[src/rtl/inst_queue_if.sv]
// Fetch->queue->decode handshake bundle for inst_queue.
// The queue uses the slave modport; the fetch/decode side uses master.
interface inst_queue_if;
    logic        in_valid;
    logic        in_ready;
    logic [31:0] in_pc;
    logic [31:0] in_inst;
    logic        in_adel;
    logic        out_valid;
    logic        out_ready;
    logic [31:0] out_pc;
    logic [31:0] out_inst;
    logic        out_adel;

    modport slave (
        input  in_valid, in_pc, in_inst, in_adel, out_ready,
        output in_ready, out_valid, out_pc, out_inst, out_adel
    );

    modport master (
        output in_valid, in_pc, in_inst, in_adel, out_ready,
        input  in_ready, out_valid, out_pc, out_inst, out_adel
    );
endinterface

[src/rtl/inst_queue.sv]
// Instruction fetch queue between fetch and decode: circular buffer of {pc, inst, adel}.
// Define INST_QUEUE_BYPASS_EN to pass an entry straight through when the queue is empty.
module inst_queue #(
    parameter int unsigned DEPTH = 8,
    parameter int unsigned AW    = 3
) (
    input  logic          clk,
    input  logic          rst,
    input  logic          flush,
    inst_queue_if.slave   q,
    output logic [AW:0]   count
);

    localparam logic [AW:0] FULL_COUNT = (AW+1)'(DEPTH);

    logic [31:0]      mem_pc   [DEPTH];
    logic [31:0]      mem_inst [DEPTH];
    logic [DEPTH-1:0] mem_adel;

    logic [AW-1:0] head;
    logic [AW-1:0] tail;

    logic full;
    logic empty;
    logic bypass;
    logic push;
    logic pop;
    logic consume;
    logic wr;
    logic rd;

    assign full  = (count == FULL_COUNT);
    assign empty = (count == '0);

    // A pop while full frees the slot only from the next cycle on.
    assign q.in_ready = !full && !flush && !rst;

`ifdef INST_QUEUE_BYPASS_EN
    assign bypass = empty && q.in_valid && !flush && !rst;
`else
    assign bypass = 1'b0;
`endif

    always_comb begin
        q.out_valid = (!empty && !flush) || bypass;
        if (bypass) begin
            q.out_pc   = q.in_pc;
            q.out_inst = q.in_inst;
            q.out_adel = q.in_adel;
        end else begin
            q.out_pc   = mem_pc[head];
            q.out_inst = mem_inst[head];
            q.out_adel = mem_adel[head];
        end
        if (!q.out_valid) begin
            q.out_inst = '0;
        end
    end

    assign push    = q.in_valid && q.in_ready;
    assign pop     = q.out_valid && q.out_ready;
    // A bypassed word taken by decode in the same cycle never touches storage.
    assign consume = bypass && q.out_ready;
    assign wr      = push && !consume;
    assign rd      = pop && !consume;

    always_ff @(posedge clk or posedge rst) begin
        if (rst) begin
            head     <= '0;
            tail     <= '0;
            count    <= '0;
            mem_adel <= '0;
            for (int unsigned i = 0; i < DEPTH; i++) begin
                mem_pc[i]   <= '0;
                mem_inst[i] <= '0;
            end
        end else if (flush) begin
            head  <= '0;
            tail  <= '0;
            count <= '0;
        end else begin
            if (wr) begin
                mem_pc[tail]   <= q.in_pc;
                mem_inst[tail] <= q.in_inst;
                mem_adel[tail] <= q.in_adel;
                tail           <= tail + AW'(1);
            end
            if (rd) begin
                head <= head + AW'(1);
            end
            case ({wr, rd})
                2'b10:   count <= count + (AW+1)'(1);
                2'b01:   count <= count - (AW+1)'(1);
                default: count <= count;
            endcase
        end
    end

endmodule

[src/flat_wrapper.sv]
// flat-port wrapper written by rule: the top's interface ports become plain ports
module inst_queue_flat 
#(
    parameter int unsigned DEPTH = 8,
    parameter int unsigned AW    = 3
)
  (clk, rst, flush, count, q_in_valid, q_in_pc, q_in_inst, q_in_adel, q_out_ready, q_in_ready, q_out_valid, q_out_pc, q_out_inst, q_out_adel);
  inst_queue_if q_i ();
  input  logic clk;
  input  logic rst;
  input  logic flush;
  output logic [AW:0] count;
  input wire logic [$bits(q_i.in_valid)-1:0] q_in_valid;
  input wire logic [$bits(q_i.in_pc)-1:0] q_in_pc;
  input wire logic [$bits(q_i.in_inst)-1:0] q_in_inst;
  input wire logic [$bits(q_i.in_adel)-1:0] q_in_adel;
  input wire logic [$bits(q_i.out_ready)-1:0] q_out_ready;
  output wire logic [$bits(q_i.in_ready)-1:0] q_in_ready;
  output wire logic [$bits(q_i.out_valid)-1:0] q_out_valid;
  output wire logic [$bits(q_i.out_pc)-1:0] q_out_pc;
  output wire logic [$bits(q_i.out_inst)-1:0] q_out_inst;
  output wire logic [$bits(q_i.out_adel)-1:0] q_out_adel;
  assign q_i.in_valid = q_in_valid;
  assign q_i.in_pc = q_in_pc;
  assign q_i.in_inst = q_in_inst;
  assign q_i.in_adel = q_in_adel;
  assign q_i.out_ready = q_out_ready;
  assign q_in_ready = q_i.in_ready;
  assign q_out_valid = q_i.out_valid;
  assign q_out_pc = q_i.out_pc;
  assign q_out_inst = q_i.out_inst;
  assign q_out_adel = q_i.out_adel;
  inst_queue #(.DEPTH(DEPTH), .AW(AW)) u_core (.clk(clk), .rst(rst), .flush(flush), .q(q_i), .count(count));
endmodule
[config.mk]
export PLATFORM = sky130hd
export DESIGN_NAME = inst_queue_flat
export DESIGN_NICKNAME = d
export VERILOG_FILES = /design/src/rtl/inst_queue_if.sv /design/src/rtl/inst_queue.sv /design/src/flat_wrapper.sv
export SDC_FILE = /design/constraint.sdc
export NUM_CORES = 1
export LEC_CHECK = 0
export ABC_AREA = 1
export BUFFER_PORTS_ARGS = -buffer_cell sky130_fd_sc_hd__buf_4
export CAP_MARGIN = 20
export CORE_MARGIN = 4
export CORE_UTILIZATION = 30
export DETAILED_ROUTE_END_ITERATION = 10
export SYNTH_ARGS = -nofsm -noshare
export SYNTH_HDL_FRONTEND = slang
export SYNTH_SLANG_ARGS = --single-unit
[constraint.sdc]
create_clock -name clk -period 19.1 [get_ports clk]
set_input_delay 0.955 -clock clk [delete_from_list [all_inputs] [get_ports clk]]
set_output_delay 0.955 -clock clk [all_outputs]
set_load 0.1 [all_outputs]
==> results of run 1 <==
==> sequential cells by signal (all words and copies together), names as in the netlist <==
name,count
u_core.count,4
u_core.head,3
u_core.tail,3
u_core.mem_adel,8
u_core.mem_pc,256
u_core.mem_inst,256
==> routing by layer <==
metal / GRT usage (%) / part of all wire, % / up-vias
met1: 21.6 / 47 / 9260
met3: 3.50 / 5.7 / 81
met4: 3.66 / 1.9 / 4
met5: 0 / 0.051 / -
li1: - / - / 9315
met2: 25.0 / 46 / 389
==> cells in the mapped netlist <==
library cell and number:
sky130_fd_sc_hd__o21ai_0 619, sky130_fd_sc_hd__nand2_1 546, sky130_fd_sc_hd__dfrtp_1 530, sky130_fd_sc_hd__nor2_1 427, sky130_fd_sc_hd__o21ai_1 160, sky130_fd_sc_hd__clkbuf_1 89
sky130_fd_sc_hd__inv_1 84, sky130_fd_sc_hd__a31oi_1 65, sky130_fd_sc_hd__o22ai_1 65, sky130_fd_sc_hd__buf_6 61, sky130_fd_sc_hd__buf_2 40, sky130_fd_sc_hd__o21ai_2 39
sky130_fd_sc_hd__buf_4 14, sky130_fd_sc_hd__buf_1 10, sky130_fd_sc_hd__ha_1 4, sky130_fd_sc_hd__nand3_1 4, sky130_fd_sc_hd__nand4_2 4, sky130_fd_sc_hd__inv_2 3
sky130_fd_sc_hd__nand4_4 3, sky130_fd_sc_hd__a21oi_1 2, sky130_fd_sc_hd__nand4_1 2, sky130_fd_sc_hd__nor2_4 2, sky130_fd_sc_hd__o21a_1 2, sky130_fd_sc_hd__a32o_1 1
sky130_fd_sc_hd__buf_12 1, sky130_fd_sc_hd__clkinv_2 1, sky130_fd_sc_hd__nand2_2 1, sky130_fd_sc_hd__nand3_4 1, sky130_fd_sc_hd__nand3b_1 1, sky130_fd_sc_hd__nor2_2 1
sky130_fd_sc_hd__xnor2_1 1
==> final timing paths <==
path / to / slack, ps / cells past startpoint
max: q_out_pc[21] / 14050 / 7
min: u_core.mem_inst[4] / 430 / 2
max reg2reg: u_core.mem_inst[130] / 15990 / 9
min reg2reg: u_core.mem_inst[196] / 480 / 2
max in group asynchronous: u_core.mem_inst[154] / 16330 / 4
min in group clk: u_core.mem_inst[196] / 480 / 2
==> worst max-delay path, delay by kind of cell (launching register included) <==
family / cells / cell delay (ps)
AOI/OAI and AO/OA: 3 / 660
and+or+nand+nor: 1 / 50
buffers and inverters: 3 / 1940
DFF: 1 / 740
==> layout make-up <==
cell class / instances / area [um^2] / share of cell area [%]
Antenna cell: 1 / 2.50 / 0.00919
Inverter: 88 / 350 / 1.29
Clock inverter: 18 / 196 / 0.722
Timing Repair Buffer: 169 / 1290 / 4.75
Multi-Input combinational cell: 1950 / 9040 / 33.2
Tap cell: 1050 / 1310 / 4.83
Clock buffer: 89 / 1750 / 6.42
Sequential cell: 530 / 13300 / 48.8
==> metrics by stage <==
step	cells	utilization [%]	hold slack [ps]	instance area (um^2)	worst slack, ps
6_report	3895	34.4	433	27200	14050
5_1_grt	3894	34.4	464	27200	13700
4_1_cts	3893	34.4	443	27200	13960
3_5_place_dp	3786	31.9	463	25200	14640
3_3_place_gp	3786	31.9	459	25200	14610
2_1_floorplan	2783	-	448	24000	3330
==> kinds of logic (layout without fill, tap and decap cells) <==
logic type / count (synthesis) / in the layout
buf+inv: 303 / 364
fa+ha+maj: 4 / 4
simple gates: 992 / 992
compound gates: 953 / 953
flops: 530 / 530
other cells: 0 / 1
xor+xnor: 1 / 1
==> where the power goes <==
part	internal (mW)	switching, mW	total, mW	leakage, nW
sequential	1.30	0.115	1.42	7.18
combinational	0.428	1.36	1.79	4.27
clock	0.658	0.471	1.13	0.957
total	2.39	1.94	4.34	12.4
==> metrics.log, run 1 <==
INFO  metric ant_nets = 0
INFO  metric place_hpwl = 35.3 mm
INFO  metric final_min_period_over_clock_period = 26.4%
INFO  metric ys_ff_latch = 530
INFO  metric most_frequent_cell_on_the_critical_path = sky130_fd_sc_hd__buf_4
INFO  metric reg2reg_from = u_core.count[0]
INFO  metric coreArea = 0.0791 mm^2
INFO  metric crit_path_start_kind = flop
INFO  metric finalMaxSlewViolations = 0
INFO  metric die_w = 291 um
INFO  metric placement_rows = 103
INFO  metric groute.usage.overall = 15.6%
INFO  metric final_cell_mix = sky130_fd_sc_hd__o21ai_0 (619), sky130_fd_sc_hd__nand2_1 (546), sky130_fd_sc_hd__dfrtp_1 (528)
INFO  metric fraction_of_synthesized_cell_area_in_xor_and_xnor_cells = 0.0365%
INFO  metric cts-hold-fix-buffers = 0
INFO  metric worstHoldPathType = primary input to async pin
INFO  metric number_of_remaining_drc_errors = 0
INFO  metric setup_buffers_after_cts = 0
INFO  metric critical_path.startpoint = u_core.head[0]
INFO  metric detail_route.iter0.violations = 1,526
INFO  metric route.final.wire_length = 67.0 mm
INFO  metric achievable-frequency = 0.198 GHz
INFO  metric buffer_ports.inserted = 140
INFO  metric setup_viol = 0
INFO  metric critical_path.endpoint_type = output pin
INFO  metric remaining_global_route_overflow = 0
INFO  metric yosys.cell_types.count = 31
INFO  metric detail_route.first_pass.iterations = 5
INFO  metric layout-area-overhead-vs-synth = 13.5%
INFO  metric first_pass_grt_wire_length = 108 mm
INFO  metric critical_path_class = flop to output pin
INFO  metric rsz0062_at_grt = no
INFO  metric clock_insertion_delay_worst_skew = 620 ps
INFO  metric required = 18,150 ps
INFO  metric post_synth_and_or_nand_nor_area_fraction = 16.1%
INFO  metric post_drt_wl_per_cell = 17.2 um
INFO  metric yosys.area.top_type_share = 55.3%
INFO  metric detail_route.vias_per_cell = 4.89
INFO  metric netlist.top_cell.by_area = sky130_fd_sc_hd__dfrtp_1
INFO  metric period_minus_slack = 5050 ps
INFO  metric num_vias = 19,000
INFO  metric number_of_buffers_inserted_during_clock_tree_synthesis = 58
INFO  metric grt_max_degree = 169
INFO  metric cts.root.buffer_cell = sky130_fd_sc_hd__clkbuf_16
INFO  metric total_leakage_power = 12.4 nW
INFO  metric nNetsFinal = 2,871
INFO  metric initial_core_util = 30.3%
INFO  metric combinational_family_with_the_most_area_after_synthesis = compound AO/OA/AOI/OAI gates
INFO  metric tightest_slew = 1010 ps
INFO  metric max_cap_violations = 0
INFO  metric status = finished, final reports clean
INFO  metric clock_tree.htree_level_count = 2
INFO  metric grt_antenna_before_repair = 3
INFO  metric final_hold_viol_count = 0
INFO  metric top_ports = 141
INFO  metric cts_buffer_depth = 3
INFO  metric layout-drive-gt1-share = 11.4%
INFO  metric final_common_cell = sky130_fd_sc_hd__o21ai_0
INFO  metric nFillCells = 8,415
INFO  metric max_slew_margin = 32.4%
INFO  metric yosysWarnings = 0
INFO  metric cts.repair.resized = 0
INFO  metric syn_area_per_cell = 8.62 um^2
INFO  metric skew = 25.0 ps
INFO  metric synth-adder-area-share = 0.209%
INFO  metric timing.critical_path.slowest_stage_cell = sky130_fd_sc_hd__buf_4
INFO  metric first_global_vias = 18,700
INFO  metric vdd_ir_drop_max = 114 uV
INFO  metric floorplan.die_area = 0.0845 mm^2
INFO  metric design_power_total = 4.34 mW
INFO  metric syn_area = 0.0240 mm^2
INFO  metric cts_tree = built
INFO  metric die_height = 291 um
INFO  metric synthTopCellsByArea = sky130_fd_sc_hd__dfrtp_1 (55%), sky130_fd_sc_hd__o21ai_0 (13%), sky130_fd_sc_hd__nand2_1 (8.5%)
INFO  metric synth_compound_gate_area_share = 21.2%
INFO  metric timing.critical_path.fanout_max = 168
INFO  metric cts_num_sinks = 530
INFO  metric path_cells = inv_8 > buf_4 > o21ai_0 > o22ai_1 > nor2_1 > a31oi_1 > buf_4
INFO  metric clk_pin_slew_worst_paths = 60 ps
INFO  metric synthCells = 2,783
INFO  metric timing.critical_path.arrival = 4090 ps
INFO  metric synth.mux.area_fraction = 0%
INFO  metric setup_total_negative_slack = 0 ps
INFO  metric critical-path-max-stage-delay = 820 ps
INFO  metric placer_congestion = 0.739
INFO  metric yosysSeqAreaShare = 55.3%
INFO  metric synthesis.nets = 2,857
INFO  metric power_per_cell_area = 159 mW/mm^2
(Power assumes the default switching activity.)
==> run 2, diff against run 1 <==
- clock period: 19.1 -> 4.1 ns (I/O delays scaled with it)
==> metrics.log, run 2 (synthesized netlist as in run 1, its figures left out) <==
INFO  metric critical_path.endpoint_type = output pin
INFO  metric setup_viol = 0
INFO  metric final_cell_mix = sky130_fd_sc_hd__o21ai_0 (619), sky130_fd_sc_hd__nand2_1 (546), sky130_fd_sc_hd__dfrtp_1 (528)
INFO  metric num_vias = 19,200
INFO  metric timing.reg2reg.setup_slack = 1300 ps
INFO  metric coreArea = 0.0791 mm^2
INFO  metric tightest_slew = 958 ps
INFO  metric final_hold_viol_count = 0
INFO  metric timing.hold.worst_path_depth = 4
INFO  metric placer_congestion = 0.717
INFO  metric rsz0062_at_grt = no
INFO  metric holdWs = 41.3 ps
INFO  metric total_leakage_power = 12.7 nW
INFO  metric floorplan.die_area = 0.0845 mm^2
INFO  metric placement.cell_area = 0.0255 mm^2
INFO  metric top_ports = 141
INFO  metric max_cap_violations = 0
INFO  metric clock_insertion_delay_worst_skew = 610 ps
INFO  metric worst_path_dominant_cell_family = buffers and inverters
INFO  metric r2r-end = u_core.mem_inst[57]
INFO  metric design_power_total = 20.3 mW
INFO  metric first_global_vias = 18,900
INFO  metric setup_buffers_after_cts = 0
INFO  metric critical_path_class = flop to output pin
INFO  metric die_height = 291 um
INFO  metric place_hpwl = 36.2 mm
INFO  metric reg2reg_from = u_core.count[1]
INFO  metric final_min_period_over_clock_period = 84.4%
INFO  metric achievable-frequency = 0.289 GHz
INFO  metric detail_route.first_pass.iterations = 6
INFO  metric layout-drive-gt1-share = 11.3%
INFO  metric period_minus_slack = 3460 ps
INFO  metric status = finished, final reports clean
INFO  metric initial_core_util = 30.3%
INFO  metric grt_util_met1 = 22.0%
INFO  metric buffering_stage_count_on_the_worst_path_with_inverters_included = 3
INFO  metric vdd_ir_drop_max = 590 uV
INFO  metric number_of_remaining_drc_errors = 0
INFO  metric timing.critical_path.arrival = 3260 ps
INFO  metric path_cells = inv_8 > buf_4 > o21ai_0 > o22ai_1 > o21ai_0 > a31oi_1 > buf_4
INFO  metric grt_antenna_before_repair = 6
INFO  metric grt_max_degree = 152
INFO  metric max_slew_margin = 36.0%
INFO  metric remaining_global_route_overflow = 0
INFO  metric timing.critical_path.slowest_stage_cell = sky130_fd_sc_hd__dfrtp_4
INFO  metric multi_input_comb_area = 0.00910 mm^2
INFO  metric nFillCells = 8,227
INFO  metric placement_rows = 103
INFO  metric grt.met2_usage = 25.2%
INFO  metric required = 3890 ps
INFO  metric layout-area-overhead-vs-synth = 17.0%
INFO  metric cts_num_sinks = 530
INFO  metric hold_path.startpoint = q_in_valid
INFO  metric cts_buffer_depth = 3
INFO  metric top_usage_layer = met2
INFO  metric worstHoldPathType = primary input to flop
INFO  metric ant_nets = 0
INFO  metric cts.repair.resized = 0
INFO  metric nNetsFinal = 2,936
INFO  metric post_drt_wl_per_cell = 16.9 um
INFO  metric skew = 24.4 ps
INFO  metric r2r_cells = 8
INFO  metric critical-path-max-stage-delay = 650 ps
INFO  metric groute.usage.overall = 15.6%
INFO  metric detail_route.vias_per_cell = 4.86
INFO  metric finalMaxSlewViolations = 0
INFO  metric cts.root.buffer_cell = sky130_fd_sc_hd__clkbuf_16
INFO  metric cts_tree = built
INFO  metric crit_path_start_kind = flop
INFO  metric clk_pin_slew_worst_paths = 60 ps
INFO  metric cts-hold-fix-buffers = 65
INFO  metric holdPathEnd = u_core.tail[1]
INFO  metric number_of_buffers_inserted_during_clock_tree_synthesis = 57
INFO  metric regArea = 0.0133 mm^2
INFO  metric buffer_ports.inserted = 140
INFO  metric first_pass_grt_wire_length = 109 mm
INFO  metric route.final.wire_length = 66.8 mm
INFO  metric power_per_cell_area = 725 mW/mm^2
INFO  metric final_common_cell = sky130_fd_sc_hd__o21ai_0
INFO  metric largestRegisters = u_core.mem_inst x256, u_core.mem_pc x256, u_core.mem_adel x8
INFO  metric use_met3 = 2.40%
INFO  metric die_w = 291 um
INFO  metric timing.critical_path.fanout_max = 98
INFO  metric clock_tree.htree_level_count = 2
INFO  metric finalInstanceArea = 0.0281 mm^2
INFO  metric detail_route.iter0.violations = 1,604
[run 2: cell count changes in the layout (fill, tap and decap cells not counted), sizes merged]
cell	delta
clkinv	-5
buf	+1
inv	+1
clkinvlp	+3
dlygate4sd3	+65
bufinv	+1
diode	+3
clkbuf	-6
[run 2: worst register-to-register path, stage by stage (launching register included)]
cell,delay [ps]
sky130_fd_sc_hd__dfrtp_1,440
sky130_fd_sc_hd__nor2_1,100
sky130_fd_sc_hd__nand2_2,100
sky130_fd_sc_hd__nand3_4,100
sky130_fd_sc_hd__inv_2,300
sky130_fd_sc_hd__nand4_4,790
sky130_fd_sc_hd__buf_12,540
sky130_fd_sc_hd__nand2_1,210
sky130_fd_sc_hd__o21ai_0,90
[run 2: worst max path at each step]
stage | cells past startpoint | slack (ps) | startpoint | end
5_1_grt | 6 | 370 | u_core.head[0] | q_out_adel
4_1_cts | 6 | 560 | u_core.head[0] | q_out_adel
6_report | 7 | 640 | u_core.head[0] | q_out_inst[31]
3_5_place_dp | 6 | 1220 | u_core.head[0] | q_out_adel
2_1_floorplan | 1 | -3310 | rst | u_core.count[0]
3_3_place_gp | 6 | 1220 | u_core.head[0] | q_out_adel
[run 2: power breakdown]
group          switching (mW)  total (mW)  internal (mW)
combinational            6.47        8.57           2.10
clock                    2.17        5.19           3.02
sequential              0.499        6.58           6.08
total                    9.14        20.3           11.2
[run 2: cell type report]
cell class | instances | share of cell area (%)
diodes | 4 | 0.0357
inverters | 88 | 1.24
flip-flops and latches | 530 | 47.3
repair buffers | 235 | 7.62
clock buffers | 83 | 5.97
clock inverters | 18 | 0.745
multi-input cells | 1950 | 32.4
well taps | 1050 | 4.68
[run 2: through the flow]
step | setup TNS, ps | worst slack, ps | util (%) | cells
floorplan | -1753820 | -3310 | - | 2783
global placement | 0 | 1220 | 32.2 | 3787
detailed placement | 0 | 1220 | 32.2 | 3787
CTS | 0 | 560 | 35.4 | 3953
global route | 0 | 371 | 35.5 | 3958
finish | 0 | 638 | 35.5 | 3958
[run 2: layer usage]
layer	up-vias	routed length [um]
li1	9449	-
met3	90	3120
met1	9299	31500
met2	399	30700
met4	2	1450
met5	-	13
==> run 3, diff against run 2 <==
- clock period: 4.1 -> 3.1 ns (I/O delays scaled with it)
==> metrics.log, run 3 (synthesized netlist as in run 1, its figures left out) <==
INFO  metric status = finished, final reports clean
INFO  metric max_cap_violations = 0
INFO  metric clk_pin_slew_worst_paths = 60 ps
INFO  metric post-place-ws = 648 ps
INFO  metric top_ports = 141
INFO  metric skew = 27.7 ps
INFO  metric num_vias = 19,500
INFO  metric cts_num_sinks = 530
INFO  metric cts_buffer_depth = 3
INFO  metric most_frequent_cell_on_the_critical_path = sky130_fd_sc_hd__buf_12
INFO  metric period_minus_slack = 2910 ps
INFO  metric required = 2940 ps
INFO  metric largestRegisters = u_core.mem_inst x256, u_core.mem_pc x256, u_core.mem_adel x8
INFO  metric floorplan.die_area = 0.0845 mm^2
INFO  metric worst_slack = 185 ps
INFO  metric grt_max_degree = 131
INFO  metric cts.root.buffer_cell = sky130_fd_sc_hd__clkbuf_16
INFO  metric number_of_remaining_drc_errors = 0
INFO  metric place_hpwl = 36.4 mm
INFO  metric first_global_vias = 19,300
INFO  metric route.final.wire_length = 67.0 mm
INFO  metric finalInstanceArea = 0.0286 mm^2
INFO  metric layout-drive-gt1-share = 12.6%
INFO  metric coreArea = 0.0791 mm^2
INFO  metric vdd_ir_drop_max = 892 uV
INFO  metric first_pass_grt_wire_length = 110 mm
INFO  metric final_common_cell = sky130_fd_sc_hd__o21ai_0
INFO  metric tightest_slew = 706 ps
INFO  metric total_leakage_power = 12.9 nW
INFO  metric achievable-frequency = 0.343 GHz
INFO  metric placement.cell_area = 0.0261 mm^2
INFO  metric path_cells = buf_12 > buf_12 > o21ai_0 > o22ai_1 > o21ai_1 > a31oi_2 > buf_4
INFO  metric power_per_cell_area = 954 mW/mm^2
INFO  metric final_cell_mix = sky130_fd_sc_hd__o21ai_0 (619), sky130_fd_sc_hd__nand2_1 (546), sky130_fd_sc_hd__dfrtp_1 (528)
INFO  metric detail_route.vias_per_cell = 4.89
INFO  metric number_of_buffers_inserted_during_clock_tree_synthesis = 57
INFO  metric critical_path_class = flop to output pin
INFO  metric insertedDiodeCount = 0
INFO  metric design_power_total = 27.3 mW
INFO  metric detail_route.first_pass.iterations = 5
INFO  metric remaining_global_route_overflow = 0
INFO  metric max_slew_margin = 52.8%
INFO  metric layout-area-overhead-vs-synth = 19.4%
INFO  metric post_drt_wl_per_cell = 16.8 um
INFO  metric nFillCells = 8,178
INFO  metric finalMaxSlewViolations = 0
INFO  metric die_w = 291 um
INFO  metric clock_tree.htree_level_count = 2
INFO  metric worstHoldPathType = primary input to async pin
INFO  metric nNetsFinal = 2,964
INFO  metric buffer_ports.inserted = 140
INFO  metric ant_nets = 0
INFO  metric crit_path_start_kind = flop
INFO  metric placement_rows = 103
INFO  metric timing.critical_path.arrival = 2760 ps
INFO  metric cts_tree = built
INFO  metric final_hold_viol_count = 0
INFO  metric critical_path.endpoint_type = output pin
INFO  metric clock_insertion_delay_worst_skew = 620 ps
INFO  metric placer_congestion = 0.739
INFO  metric initial_core_util = 30.3%
INFO  metric timing.critical_path.slowest_stage_cell = sky130_fd_sc_hd__dfrtp_4
INFO  metric timing.critical_path.fanout_max = 51
INFO  metric holdWs = 234 ps
INFO  metric setup_viol = 0
INFO  metric detail_route.iter0.violations = 1,500
INFO  metric final_min_period_over_clock_period = 94.0%
INFO  metric critical-path-max-stage-delay = 600 ps
INFO  metric grt_antenna_before_repair = 1
INFO  metric die_height = 291 um
INFO  metric groute.usage.overall = 15.7%
[run 3: per-layer routing]
layer | vias up | part of all wire, % | global-route usage [%] | routed length [um]
met5 | - | 0.010 | 0 | 7
met4 | 2 | 2.0 | 3.96 | 1340
met3 | 96 | 3.8 | 2.05 | 2570
met2 | 397 | 46 | 25.7 | 31100
met1 | 9474 | 48 | 22.0 | 32000
li1 | 9505 | - | - | -
[run 3: metrics by stage]
stage / TNS (ps) / util, % / instances
global route: -0.155 / 36.2 / 3984
detailed placement: 0 / 32.9 / 3810
CTS: -5.44 / 36.2 / 3983
finish: 0 / 36.2 / 3984
global placement: 0 / 32.9 / 3810
floorplan: -2257320 / - / 2783
[run 3: final timing paths]
| kind | startpoint | end | slack (ps) | cells after the start |
|---|---|---|---|---|
| max | u_core.head[0] | q_out_inst[13] | 190 | 7 |
| min in group clk | flush | u_core.tail[2] | 430 | 4 |
| max in group asynchronous | rst | u_core.mem_inst[151] | 1760 | 5 |
| min | rst | u_core.count[0] | 230 | 3 |
| max reg2reg | u_core.count[3] | u_core.mem_inst[60] | 650 | 9 |
| min reg2reg | u_core.mem_inst[132] | u_core.mem_inst[132] | 470 | 2 |
[run 3: power breakdown]
part,total (mW),internal [mW],switching [mW]
Sequential,8.68,8.04,0.646
Combinational,11.8,3.07,8.75
Clock,6.83,3.97,2.86
Total,27.3,15.1,12.3
[run 3: cell type report]
cell class / instances / area, um^2 / share of cell area [%]
clock inverter: 17 / 225 / 0.786
inverter: 88 / 354 / 1.24
sequential: 530 / 13300 / 46.3
timing repair buffer: 263 / 2520 / 8.80
tap: 1050 / 1310 / 4.59
clock buffer: 86 / 1640 / 5.71
multi-input combinational: 1950 / 9320 / 32.5
[run 3: timing repair]
| item | CTS | global route |
|---|---|---|
| hold buffers | 70 | 0 |
| setup buffers | 0 | 1 |
| resized for setup | 0 | 2 |
| gates cloned | 0 | 0 |
| endpoints found under the hold margin | 539 | 0 |
| endpoints found under the setup margin | 1 | 25 |
[run 3: worst max-delay path, delay by kind of cell, from the launching register on]
kind | cells | cell delay, ps
compound gates | 4 | 630
flops | 1 | 600
buf+inv | 3 | 880
